<file path="config.mk">
export PLATFORM = sky130hd
export DESIGN_NAME = alu_sequencer_flat
export DESIGN_NICKNAME = d
export VERILOG_FILES = /design/src/rtl/alu_sequencer_if.sv /design/src/rtl/alu_sequencer.sv /design/src/flat_wrapper.sv
export SDC_FILE = /design/constraint.sdc
export NUM_CORES = 1
export LEC_CHECK = 0
export BUFFER_PORTS_ARGS = -buffer_cell sky130_fd_sc_hd__buf_4
export CORE_MARGIN = 1
export CORE_UTILIZATION = 25
export CTS_BUF_LIST = sky130_fd_sc_hd__clkbuf_4
export CTS_CLUSTER_SIZE = 25
export DETAILED_ROUTE_END_ITERATION = 10
export HOLD_SLACK_MARGIN = 0.1
export PLACE_DENSITY = 0.44
export SYNTH_ARGS = -nofsm -noshare
export SYNTH_HDL_FRONTEND = slang
export SYNTH_SLANG_ARGS = --single-unit
</file>
<file path="constraint.sdc">
create_clock -name clk -period 4.3 [get_ports clk]
set_clock_uncertainty 0.1 [all_clocks]
set_input_delay 0.215 -clock clk [delete_from_list [all_inputs] [get_ports clk]]
set_output_delay 0.215 -clock clk [all_outputs]
set_load 0.01 [all_outputs]
</file>
<file path="src/rtl/alu_sequencer_if.sv">
// alu_sequencer_if: bundle of the sequencer's handshake and bus signals.
//   in_*      : instruction handshake and payload (op/dst/src/imm/use_imm)
//   alu_*     : operands/opcode to the external ALU and its result/flags back
//   out_*/err : result handshake and payload
//   rd_*      : debug register-file read port
// Modport slave is the sequencer side; master is the environment side.
interface alu_sequencer_if;
   localparam int unsigned DW = 8;
   localparam int unsigned FW = 3;
   localparam int unsigned OW = 4;
   localparam int unsigned AW = 2;

   logic          in_valid;
   logic          in_ready;
   logic [OW-1:0] in_op;
   logic [AW-1:0] in_dst;
   logic [AW-1:0] in_src;
   logic [DW-1:0] in_imm;
   logic          in_use_imm;

   logic [DW-1:0] alu_a;
   logic [DW-1:0] alu_b;
   logic [OW-1:0] alu_op;
   logic [DW-1:0] alu_r;
   logic [FW-1:0] alu_f;

   logic          out_valid;
   logic          out_ready;
   logic [DW-1:0] out_data;
   logic [FW-1:0] out_flags;
   logic          err;

   logic [AW-1:0] rd_sel;
   logic [DW-1:0] rd_data;

   modport slave (
      input  in_valid, in_op, in_dst, in_src, in_imm, in_use_imm,
      output in_ready,
      output alu_a, alu_b, alu_op,
      input  alu_r, alu_f,
      output out_valid, out_data, out_flags, err,
      input  out_ready,
      input  rd_sel,
      output rd_data
   );

   modport master (
      output in_valid, in_op, in_dst, in_src, in_imm, in_use_imm,
      input  in_ready,
      input  alu_a, alu_b, alu_op,
      output alu_r, alu_f,
      input  out_valid, out_data, out_flags, err,
      output out_ready,
      output rd_sel,
      input  rd_data
   );
endinterface

</file>
<file path="src/rtl/alu_sequencer.sv">
// alu_sequencer: accepts one instruction at a time, drives an external
// combinational ALU from a 4x8 register file, writes the result back and
// presents it on a valid/ready result port.
// Ports:
//   clk : rising-edge clock
//   rst : asynchronous active-low reset
//   bus : alu_sequencer_if.slave (instruction, ALU, result and debug read)
// Opcodes with the MSB set are illegal: they never reach the ALU, leave the
// register file and flags alone, and return REG[dst]/FLG with err set.
module alu_sequencer #(
   parameter logic [7:0] REG_INIT = 8'h00
) (
   input logic            clk,
   input logic            rst,
   alu_sequencer_if.slave bus
);
   localparam int unsigned DW   = 8;
   localparam int unsigned FW   = 3;
   localparam int unsigned OW   = 4;
   localparam int unsigned AW   = 2;
   localparam int unsigned NREG = 4;

   typedef enum logic [1:0] {
      IDLE = 2'd0,
      EXEC = 2'd1,
      RESP = 2'd2
   } state_t;

   state_t        state;
   logic [OW-1:0] op_q;
   logic [AW-1:0] dst_q;
   logic [AW-1:0] src_q;
   logic [DW-1:0] imm_q;
   logic          use_imm_q;
   logic [DW-1:0] regs [NREG];
   logic [FW-1:0] flg;

   logic accept_c;
   logic illegal_c;

   // Ready while idle, or while the pending result is being taken this cycle.
   assign bus.in_ready = (state == IDLE) | ((state == RESP) & bus.out_ready);
   assign accept_c     = bus.in_valid & bus.in_ready;
   assign illegal_c    = op_q[OW-1];

   // Operands always come from the instruction latches.
   assign bus.alu_a   = regs[dst_q];
   assign bus.alu_b   = use_imm_q ? imm_q : regs[src_q];
   assign bus.alu_op  = illegal_c ? OW'(0) : op_q;
   assign bus.rd_data = regs[bus.rd_sel];

   // Sequencer FSM, instruction latches, register file and result registers.
   always_ff @(posedge clk or negedge rst) begin
      if (!rst) begin
         state     <= IDLE;
         op_q      <= '0;
         dst_q     <= '0;
         src_q     <= '0;
         imm_q     <= '0;
         use_imm_q <= 1'b0;
         for (int unsigned i = 0; i < NREG; i++) begin
            regs[i] <= REG_INIT;
         end
         flg           <= '0;
         bus.out_valid <= 1'b0;
         bus.out_data  <= '0;
         bus.out_flags <= '0;
         bus.err       <= 1'b0;
      end else begin
         if (accept_c) begin
            op_q      <= bus.in_op;
            dst_q     <= bus.in_dst;
            src_q     <= bus.in_src;
            imm_q     <= bus.in_imm;
            use_imm_q <= bus.in_use_imm;
         end
         case (state)
            IDLE: begin
               if (accept_c) begin
                  state <= EXEC;
               end
            end
            EXEC: begin
               state         <= RESP;
               bus.out_valid <= 1'b1;
               if (!illegal_c) begin
                  regs[dst_q]   <= bus.alu_r;
                  flg           <= bus.alu_f;
                  bus.out_data  <= bus.alu_r;
                  bus.out_flags <= bus.alu_f;
                  bus.err       <= 1'b0;
               end else begin
                  bus.out_data  <= regs[dst_q];
                  bus.out_flags <= flg;
                  bus.err       <= 1'b1;
               end
            end
            RESP: begin
               // in_ready is high here, so accept_c is just in_valid.
               if (bus.out_ready) begin
                  bus.out_valid <= 1'b0;
                  state         <= accept_c ? EXEC : IDLE;
               end
            end
            default: begin
               state         <= IDLE;
               bus.out_valid <= 1'b0;
            end
         endcase
      end
   end
endmodule

</file>
<file path="src/flat_wrapper.sv">
// flat-port wrapper written by rule: the top's interface ports become plain ports
module alu_sequencer_flat 
#(
   parameter logic [7:0] REG_INIT = 8'h00
)
  (clk, rst, bus_in_valid, bus_in_op, bus_in_dst, bus_in_src, bus_in_imm, bus_in_use_imm, bus_in_ready, bus_alu_a, bus_alu_b, bus_alu_op, bus_alu_r, bus_alu_f, bus_out_valid, bus_out_data, bus_out_flags, bus_err, bus_out_ready, bus_rd_sel, bus_rd_data);
  alu_sequencer_if bus_i ();
  input logic clk;
  input logic rst;
  input wire logic [$bits(bus_i.in_valid)-1:0] bus_in_valid;
  input wire logic [$bits(bus_i.in_op)-1:0] bus_in_op;
  input wire logic [$bits(bus_i.in_dst)-1:0] bus_in_dst;
  input wire logic [$bits(bus_i.in_src)-1:0] bus_in_src;
  input wire logic [$bits(bus_i.in_imm)-1:0] bus_in_imm;
  input wire logic [$bits(bus_i.in_use_imm)-1:0] bus_in_use_imm;
  output wire logic [$bits(bus_i.in_ready)-1:0] bus_in_ready;
  output wire logic [$bits(bus_i.alu_a)-1:0] bus_alu_a;
  output wire logic [$bits(bus_i.alu_b)-1:0] bus_alu_b;
  output wire logic [$bits(bus_i.alu_op)-1:0] bus_alu_op;
  input wire logic [$bits(bus_i.alu_r)-1:0] bus_alu_r;
  input wire logic [$bits(bus_i.alu_f)-1:0] bus_alu_f;
  output wire logic [$bits(bus_i.out_valid)-1:0] bus_out_valid;
  output wire logic [$bits(bus_i.out_data)-1:0] bus_out_data;
  output wire logic [$bits(bus_i.out_flags)-1:0] bus_out_flags;
  output wire logic [$bits(bus_i.err)-1:0] bus_err;
  input wire logic [$bits(bus_i.out_ready)-1:0] bus_out_ready;
  input wire logic [$bits(bus_i.rd_sel)-1:0] bus_rd_sel;
  output wire logic [$bits(bus_i.rd_data)-1:0] bus_rd_data;
  assign bus_i.in_valid = bus_in_valid;
  assign bus_i.in_op = bus_in_op;
  assign bus_i.in_dst = bus_in_dst;
  assign bus_i.in_src = bus_in_src;
  assign bus_i.in_imm = bus_in_imm;
  assign bus_i.in_use_imm = bus_in_use_imm;
  assign bus_in_ready = bus_i.in_ready;
  assign bus_alu_a = bus_i.alu_a;
  assign bus_alu_b = bus_i.alu_b;
  assign bus_alu_op = bus_i.alu_op;
  assign bus_i.alu_r = bus_alu_r;
  assign bus_i.alu_f = bus_alu_f;
  assign bus_out_valid = bus_i.out_valid;
  assign bus_out_data = bus_i.out_data;
  assign bus_out_flags = bus_i.out_flags;
  assign bus_err = bus_i.err;
  assign bus_i.out_ready = bus_out_ready;
  assign bus_i.rd_sel = bus_rd_sel;
  assign bus_rd_data = bus_i.rd_data;
  alu_sequencer #(.REG_INIT(REG_INIT)) u_core (.clk(clk), .rst(rst), .bus(bus_i));
endmodule
</file>
==> results of run 1 <==
-- kinds of logic after synthesis --
family	synth area share [%]
muxes	41.09
DFF	50.33
and+or+nand+nor	3.696
buffers and inverters	2.320
AOI/OAI and AO/OA	2.438
other	0.1179
-- repair_timing --
| item | 4_1_cts | 5_1_grt |
|---|---|---|
| hold buffers | 31 | 0 |
| endpoints found under the hold margin | 127 | 0 |
| gates resized for setup | 0 | 0 |
-- layout by cell type, fill, tap and decap left out --
cell type / count
dfrtp_1: 64
o21a_1: 1
conb_1: 1
bufinv_16: 2
nor2_1: 9
inv_1: 2
nor3b_4: 2
clkinvlp_4: 2
clkinv_2: 1
a211oi_2: 1
clkbuf_4: 10
mux2_2: 61
dlygate4sd3_1: 31
nand3b_1: 1
nor2b_1: 4
and3b_1: 1
clkinv_1: 1
a21o_1: 1
buf_4: 76
nand3_1: 1
mux4_2: 24
o21ai_0: 1
a21oi_1: 9
mux2i_1: 8
-- cell type report --
cell class / instances / share of cell area [%]
inverters: 2 / 0.1720
clock buffers: 10 / 1.720
repair buffers: 107 / 20.18
clock inverters: 6 / 1.920
well taps: 168 / 4.815
flip-flops and latches: 64 / 36.69
multi-input cells: 125 / 34.51
-- routing by layer --
| layer | part of all wire, % | routed length (µm) |
|---|---|---|
| met5 | 0 | 0 |
| met4 | 1.2 | 102 |
| met3 | 3.5 | 291 |
| met2 | 48 | 4076 |
| met1 | 47 | 3957 |
-- state kept, by name, indices dropped and copies added, names as in the netlist --
register and flops:
u_core.bus.err 1, u_core.src_q 2, u_core.regs 32, u_core.op_q 4
u_core.bus.out_valid 1, u_core.bus.out_data 8, u_core.dst_q 2, u_core.imm_q 8
u_core.use_imm_q 1, u_core.bus.out_flags 3, u_core.state 2
-- final timing paths --
check | from | to | cells after the start
worst max-delay path | u_core.src_q[0] | bus_alu_b[6] | 3
worst min-delay path | rst | u_core.imm_q[4] | 2
worst max register to register | u_core.op_q[3] | u_core.regs[27] | 3
worst min register to register | u_core.bus.out_valid | u_core.bus.out_valid | 1
max in group asynchronous | rst | u_core.imm_q[7] | 2
min in group clk | u_core.bus.out_valid | u_core.bus.out_valid | 1
-- power breakdown --
group | switching [mW] | internal, mW | total [mW]
registers | 0.284 | 0.855 | 1.14
clock network | 0.230 | 0.239 | 0.470
logic | 0.452 | 0.788 | 1.24
-- worst max-delay path, cell delays in order (launching register included) --
cell     delay (ns)
dfrtp_1        0.79
mux4_2         0.65
mux2_2         0.28
buf_4          0.14
-- per-stage QoR --
stage                     area, µm²  total power, mW  hold slack, ns  util (%)  setup WS, ns
after floorplan                3182            1.809         -0.1806         -         2.535
after global placement         3896            2.383          0.2717     31.91         1.937
after detailed placement       3896            2.386          0.2751     31.91         1.913
after CTS                      4365            2.891          0.3362     35.75         1.683
after global routing           4365            3.037          0.3726     35.75         1.620
final                          4365            2.848          0.3184     35.75         1.723
==> metrics.yaml, run 1 <==
cts_root_buf: "clkbuf_4"
vias: 2175
place.gp.congestion: 0.7378
dpl.hpwl_um: 5731
arrival_ns: 2.26
synth_common_cells: "dfrtp_1 (64), mux2_2 (61), mux4_2 (24)"
ff_latch_area_um2: 1602
synth.area.top_cells: "dfrtp_1 (50%), mux2_2 (22%), mux4_2 (17%)"
required_ns: 3.98
startpoint_type: "flop"
syn_avg_cell_area_um2: 15.52
die_h_um: 114.8
clock_sinks: 64
num-fill-cells: 1250
grtUsageTotal_pct: 13.76
worst_pin_slew_ns: 0.8514
dp.cells: 435
grt-ovfl-total: 0
synthArstFlopShare_pct: 100.0
maxCapViolCount: 0
use_met3_pct: 2.161
clock_latency_ns: 0.42
slew_violations: 0
totalWireLength_um: 8427
numPortBuffers: 74
viasPerCell: 4.512
hold_class: "primary input to asynchronous set/reset pin"
grt_start_max_net_pins: 65
status: "completed"
drive_gt1_share_pct: 57.01
drcViolationCount: 0
crit_path_end_kind: "primary output"
antenna_found_initial: 0
grt_pass1_vias: 2273
syn_nets: 239
core_area_um2: 12210
synth.most_common_cell: "dfrtp_1"
synth_top_area_share_pct: 50.33
yosysSeqAreaShare_pct: 50.33
rsz0062_at_grt: "no"
pin_count: 76
finalNonFillerCells: 482
finalWorstPathRequiredPeriod_ns: 2.577
tns_ns: 0
syn2layout_area_growth_pct: 37.20
p_leak_nw: 1.862
nets: 343
synth-warning-count: 0
slew_headroom_pct: 43.24
postSynthCellCount: 205
crit_fanout: 9
hold_viol: 0
finalSetupViolCount: 0
clock_path_buffers: 2
synth-main-ff-cell: "dfrtp_1"
avgRoutedWirePerCell_um: 17.48
synth-edff-count: 0
fmaxAchievable_mhz: 388.1
multiInputGateArea_um2: 1506
synth_top_area_cell: "dfrtp_1"
clkTransAtPathRegs_ns: 0.13
syn_area_um2: 3182
cts_tree: "done"
p_per_area_nw_per_um2: 652.5
drt_pass1_iterations: 4
yosys_register_bits: 64
r2r_setup_slack_ns: 1.96
fin_crit_sh_pct: 59.93
grt_first_pass_wirelength_um: 12980
met2_usage_pct: 22.10
drt_iter0_drc: 71
htreeDepth: 3
diodes: 0
start_util_pct: 26.06
grt_use_met1_pct: 18.60
busiest_layer: "met2"
cts_setup_buffers: 0
fp.dieArea_um2: 13180
synthDistinctLibCells: 21
irDropWorstVdd_uv: 208.9
die_w_um: 114.8
cts_inserted_buffers: 9
criticalPathCategory: "flop to primary output"
ant_nets: 0
core.rowCount: 40
No activity file was read; power rests on OpenSTA's default activity.
==> run 2: changes to the inputs <==
--- a/config.mk
+++ b/config.mk
@@ -12,7 +12,7 @@
 export CTS_CLUSTER_SIZE = 25
 export DETAILED_ROUTE_END_ITERATION = 10
 export HOLD_SLACK_MARGIN = 0.1
-export PLACE_DENSITY = 0.44
+export PLACE_DENSITY = 0.46
 export SYNTH_ARGS = -nofsm -noshare
 export SYNTH_HDL_FRONTEND = slang
 export SYNTH_SLANG_ARGS = --single-unit
==> constraint.sdc (replaced) <==
create_clock -name clk -period 2.2 [get_ports clk]
set_clock_uncertainty 0.1 [all_clocks]
set_input_delay 0.11 -clock clk [delete_from_list [all_inputs] [get_ports clk]]
set_output_delay 0.11 -clock clk [all_outputs]
set_load 0.01 [all_outputs]
==> metrics.yaml, run 2 (synthesis results as in run 1) <==
slew_headroom_pct: 43.07  # -0.17 points
finalSetupViolCount: 0  # unchanged
worstReg2RegEnd: "u_core.regs[13]"
tns_ns: 0  # unchanged
antenna_found_initial: 0  # unchanged
drt_iter0_drc: 66  # -7.0%
totalWireLength_um: 8479  # +0.62%
fin_crit_sh_pct: 96.84
worst-r2r-cell-count: 3  # unchanged
cts_root_buf: "clkbuf_4"
grt_use_met1_pct: 17.99  # -0.61 points
p_leak_nw: 1.914  # +2.8%
drt_pass1_iterations: 4  # unchanged
crit_path_end_kind: "primary output"
rsz0062_at_grt: "no"
grt_first_pass_wirelength_um: 12560  # -3.2%
multiInputGateArea_um2: 1506  # unchanged
irDropWorstVdd_uv: 390.2  # +87%
syn2layout_area_growth_pct: 39.56
clock_sinks: 64  # unchanged
use_met3_pct: 2.583  # +0.42 points
grt-ovfl-total: 0  # unchanged
die_h_um: 114.8  # unchanged
ant_nets: 0  # unchanged
diodes: 0  # unchanged
fin_util_pct: 36.36  # +0.61 points
required_ns: 1.99  # -1.99 ns
status: "completed"
largest_reg_flops: 32  # unchanged
design_area_um2: 4441  # +1.7%
clkTransAtPathRegs_ns: 0.12  # about the same
nets: 357  # +4.1%
grt_pass1_vias: 2159  # -5.0%
htreeDepth: 3  # unchanged
grtUsageTotal_pct: 13.45  # -0.31 points
cts_inserted_buffers: 9  # unchanged
met2_usage_pct: 21.29  # -0.81 points
clock_latency_ns: 0.42  # about the same
startpoint_type: "flop"
core.rowCount: 40  # unchanged
finalWorstPathRequiredPeriod_ns: 2.130
fmaxAchievable_mhz: 469.4
hold_viol: 0  # unchanged
place.gp.congestion: 0.7519  # +1.9%
crit_fanout: 4  # -5
die_w_um: 114.8  # unchanged
viasPerCell: 4.452  # -1.3%
ff_latch_area_um2: 1603  # about the same
fp.dieArea_um2: 13180  # unchanged
pin_count: 76  # unchanged
mostFrequentLayoutCell: "buf_4"
core_area_um2: 12210  # unchanged
dpl.hpwl_um: 6066  # +5.8%
slew_violations: 0  # unchanged
busiest_layer: "met2"
top_regs: "u_core.regs (32), u_core.bus.out_data (8), u_core.imm_q (8)"
hold_class: "primary input to asynchronous set/reset pin"
worst_pin_slew_ns: 0.8540  # +0.002524 ns
num-fill-cells: 1238  # -0.96%
avgRoutedWirePerCell_um: 17.09  # -2.2%
layout_common_cells: "buf_4 (89), dfrtp_1 (63), mux2_2 (61)"
criticalPathCategory: "flop to primary output"
vias: 2208  # +1.5%
grt_start_max_net_pins: 65  # unchanged
drive_gt1_share_pct: 58.84  # +1.8 points
arrival_ns: 1.92  # -0.34 ns
regMostFlops: "u_core.regs"
r2r_setup_slack_ns: 0.31  # -1.65 ns
crit_start: "u_core.src_q[0]"
placed_area_um2: 3979  # +2.1%
cts_tree: "done"
drcViolationCount: 0  # unchanged
maxCapViolCount: 0  # unchanged
numPortBuffers: 74  # unchanged
reg2reg_from: "u_core.state[0]"
p_per_area_nw_per_um2: 1237  # +90%
clock_path_buffers: 2  # unchanged
start_util_pct: 26.06  # unchanged
## run 2: changes by cell type in the layout (fill, tap and decap cells not counted)
| cell | before | now |
|---|---|---|
| buf_4 | 76 | 89 |
| buf_2 | 0 | 1 |
| bufinv_16 | 2 | 1 |
| clkbuf_4 | 10 | 9 |
| clkinv_1 | 1 | 2 |
| clkinv_2 | 1 | 2 |
| dfrtp_1 | 64 | 63 |
| dfrtp_2 | 0 | 1 |
## run 2: stage by stage
step / instances / hold WS, ns / total power, mW / setup slack, ns
after floorplan: 205 / -0.2856 / 3.535 / 0.4354
after global placement: 446 / 0.1813 / 4.685 / 0.3061
after detailed placement: 446 / 0.1778 / 4.698 / 0.2921
after CTS: 493 / 0.2500 / 5.548 / -0.006810
after global routing: 496 / 0.2997 / 5.824 / 0.004127
final: 496 / 0.2396 / 5.495 / 0.06961
## run 2: area by class of cell
cell class              instances  area share [%]
multi-input cells             125           33.92
inverters                       2          0.1691
clock inverters                 7           1.409
clock buffers                   9           1.522
flip-flops and latches         64           36.09
repair buffers                121           22.15
well taps                     168           4.734
## run 2: report_power, final
group / internal, mW / switching [mW]
clock: 0.334 / 0.450
sequential: 1.67 / 0.482
combinational: 1.59 / 0.963
total: 3.60 / 1.90
## run 2: per-layer routing
metal  vias up  share of wire [%]
met5         -                  0
met3        12                3.8
li1       1021                  -
met4         0                1.7
met1      1115                 47
met2        60                 48
## run 2: what timing repair did
action	CTS	global route
hold buffers	31	0
setup buffers	0	3
gates resized for setup	1	0
endpoints found under the hold margin	127	0
endpoints found under the setup margin	8	8
## run 2: worst max-delay path by stage
stage | endpoint | cells after the start
floorplan | u_core.regs[24] | 4
global placement | u_core.regs[13] | 3
detailed placement | u_core.regs[11] | 3
CTS | bus_alu_b[6] | 3
global route | bus_alu_b[0] | 4
finish | bus_alu_b[0] | 4
## run 2: worst max-delay path, cell delays in order (launching register included)
cell     delay, ns
dfrtp_2       0.38
buf_2         0.19
mux4_2        0.52
mux2_2        0.28
buf_4         0.14
==> run 3: changes to the inputs <==
--- a/config.mk
+++ b/config.mk
@@ -6,6 +6,7 @@
 export NUM_CORES = 1
 export LEC_CHECK = 0
 export BUFFER_PORTS_ARGS = -buffer_cell sky130_fd_sc_hd__buf_4
+export CORE_ASPECT_RATIO = 1.75
 export CORE_MARGIN = 1
 export CORE_UTILIZATION = 25
 export CTS_BUF_LIST = sky130_fd_sc_hd__clkbuf_4
==> constraint.sdc (replaced) <==
create_clock -name clk -period 2.2 [get_ports clk]
set_clock_uncertainty 0.1 [all_clocks]
set_input_delay 0.55 -clock clk [delete_from_list [all_inputs] [get_ports clk]]
set_output_delay 0.55 -clock clk [all_outputs]
set_load 0.01 [all_outputs]
==> metrics.yaml, run 3 (synthesis results as in run 1) <==
viasPerCell: 4.500  # +1.1%
tns_ns: -4.154  # -4.154 ns
slew_violations: 0  # unchanged
avgRoutedWirePerCell_um: 18.26  # +6.8%
worst_pin_slew_ns: 0.5290  # -0.3250 ns
drt_pass1_iterations: 4  # unchanged
drt_iter0_drc: 106  # +61%
fin_ws_ns: -0.3924  # -0.4620 ns
core.rowCount: 54  # +35%
start_util_pct: 25.59  # -0.46 points
required_ns: 1.55  # -0.44 ns
crit_fanout: 4  # unchanged
top_regs: "u_core.regs (32), u_core.bus.out_data (8), u_core.imm_q (8)"
regMostFlops: "u_core.regs"
clock_sinks: 64  # unchanged
htreeDepth: 3  # unchanged
startpoint_type: "flop"
status: "complete, but fails checks"
intPower_mw: 3.722  # +3.4%
core_area_um2: 12430  # +1.8%
endpoint: "bus_alu_b[0]"
ant_nets: 0  # unchanged
die_h_um: 151.2  # +32%
totalWireLength_um: 8582  # +1.2%
dpl.hpwl_um: 6111  # +0.74%
worst-r2r-cell-count: 4  # +1
syn2layout_area_growth_pct: 35.19
grt_start_max_net_pins: 35  # -46%
die_w_um: 87.28  # -24%
mostFrequentLayoutCell: "buf_4"
arrival_ns: 1.94  # +0.02 ns
worstReg2RegEnd: "u_core.regs[15]"
r2r_setup_slack_ns: 0.29  # -0.02 ns
clkPwrFrac_pct: 11.8  # -2.5 points
fin_crit_sh_pct: 117.8  # +21 points
rsz0062_at_grt: "yes"
clkTransAtPathRegs_ns: 0.11  # about the same
grt_pass1_vias: 2301  # +6.6%
crit_start: "u_core.src_q[0]"
cts_root_buf: "clkbuf_4"
fmaxAchievable_mhz: 385.7  # -18%
switching_power_mw: 1.895  # about the same
clock_path_buffers: 2  # unchanged
largest_reg_flops: 32  # unchanged
maxCapViolCount: 0  # unchanged
place.gp.congestion: 0.7731  # +2.8%
irDropWorstVdd_uv: 405.7  # +4.0%
antenna_found_initial: 1  # +1
finalSetupViolCount: 16  # +16
p_per_area_nw_per_um2: 1306  # +5.5%
nets: 332  # -7.0%
layout_common_cells: "buf_4 (75), dfrtp_1 (61), mux2_2 (56)"
finalWorstPathRequiredPeriod_ns: 2.592  # +0.4620 ns
holdWs_ns: 0.2535  # +0.01397 ns
vias: 2115  # -4.2%
fp.dieArea_um2: 13200  # +0.13%
pwr-share-seq_pct: 38.3  # -0.9 points
drcViolationCount: 0  # unchanged
hold_class: "primary input to flop"
grt_first_pass_wirelength_um: 13090  # +4.2%
grt-ovfl-total: 0  # unchanged
p_comb_share_pct: 49.9  # +3.4 points
numPortBuffers: 74  # unchanged
grtUsageTotal_pct: 13.98  # +0.53 points
pin_count: 76  # unchanged
p_leak_nw: 1.874  # -2.1%
drive_gt1_share_pct: 66.11  # +7.3 points
hold_viol: 0  # unchanged
cts_tree: "done"
p_sw_share_pct: 33.74  # -0.75 points
reg2reg_from: "u_core.dst_q[0]"
slew_headroom_pct: 64.73  # +22 points
crit_path_end_kind: "primary output"
criticalPathCategory: "flop to primary output"
cts_inserted_buffers: 9  # unchanged
violations: "negative setup slack"
clock_latency_ns: 0.41  # about the same
## run 3: critical path, stage by stage (launching register included)
cell and delay [ns]:
dfrtp_2 0.43, clkbuf_16 0.16, mux4_2 0.50, mux2_4 0.30, buf_6 0.12
## run 3: final cells by class
type / instances / area [µm²]
Tap cell: 168 / 210.2
Fill cell: 1298 / 8130
Sequential cell: 64 / 1605
Inverter: 2 / 7.507
Clock buffer: 12 / 90.09
Timing Repair Buffer: 96 / 852.1
Multi-Input combinational cell: 125 / 1525
Antenna cell: 1 / 2.502
Clock inverter: 2 / 8.758
## run 3: how the worst min path moves through the flow
stage | start | endpoint | slack (ns) | cells past startpoint
floorplan | rst | u_core.bus.err | 0.15 | 0
global placement | u_core.bus.out_valid | u_core.bus.out_valid | 0.37 | 1
detailed placement | u_core.bus.out_valid | u_core.bus.out_valid | 0.38 | 1
CTS | bus_in_use_imm | u_core.use_imm_q | 0.22 | 2
global route | bus_in_op[1] | u_core.op_q[1] | 0.22 | 2
finish | bus_in_use_imm | u_core.use_imm_q | 0.25 | 2
## run 3: through the flow
stage | total power, mW | setup WS, ns | cell area (µm²) | std cells | utilization, %
6_report | 5.617 | -0.3924 | 4302 | 470 | 34.60
5_1_grt | 5.972 | -0.4492 | 4302 | 470 | 34.60
4_1_cts | 5.583 | -0.4170 | 4230 | 467 | 34.03
3_5_place_dp | 4.738 | 0.06127 | 4046 | 450 | 32.55
3_3_place_gp | 4.703 | 0.07045 | 4046 | 450 | 32.55
2_1_floorplan | 3.535 | 0.2039 | 3182 | 205 | -
## run 3: power groups by stage
stage | logic, mW | clock network, mW | registers, mW
detailed placement | 2.58 | 0 | 2.16
CTS | 2.74 | 0.706 | 2.14
global placement | 2.56 | 0 | 2.14
global route | 2.99 | 0.753 | 2.23
finish | 2.80 | 0.664 | 2.15
floorplan | 1.51 | 0 | 2.03
## run 3: metal layers
layer  share of wire, %  track usage [%]  up-vias  wire length, µm
met3                3.5            2.779       11              304
met5                  0                0        -                0
met4                1.8            6.230        0              151
met1                 41            16.78     1091             3529
li1                   -                -      956                -
met2                 54            23.91       57             4597
## run 3: what timing repair did
| action | 4_1_cts | 5_1_grt |
|---|---|---|
| gates resized for setup | 13 | 12 |
| hold buffers | 1 | 0 |
| buffers inserted | 1 | 1 |
| pin swaps | 0 | 0 |
| hold endpoints to repair | 30 | 0 |
| gates cloned | 1 | 1 |
| endpoints found under the setup margin | 16 | 18 |
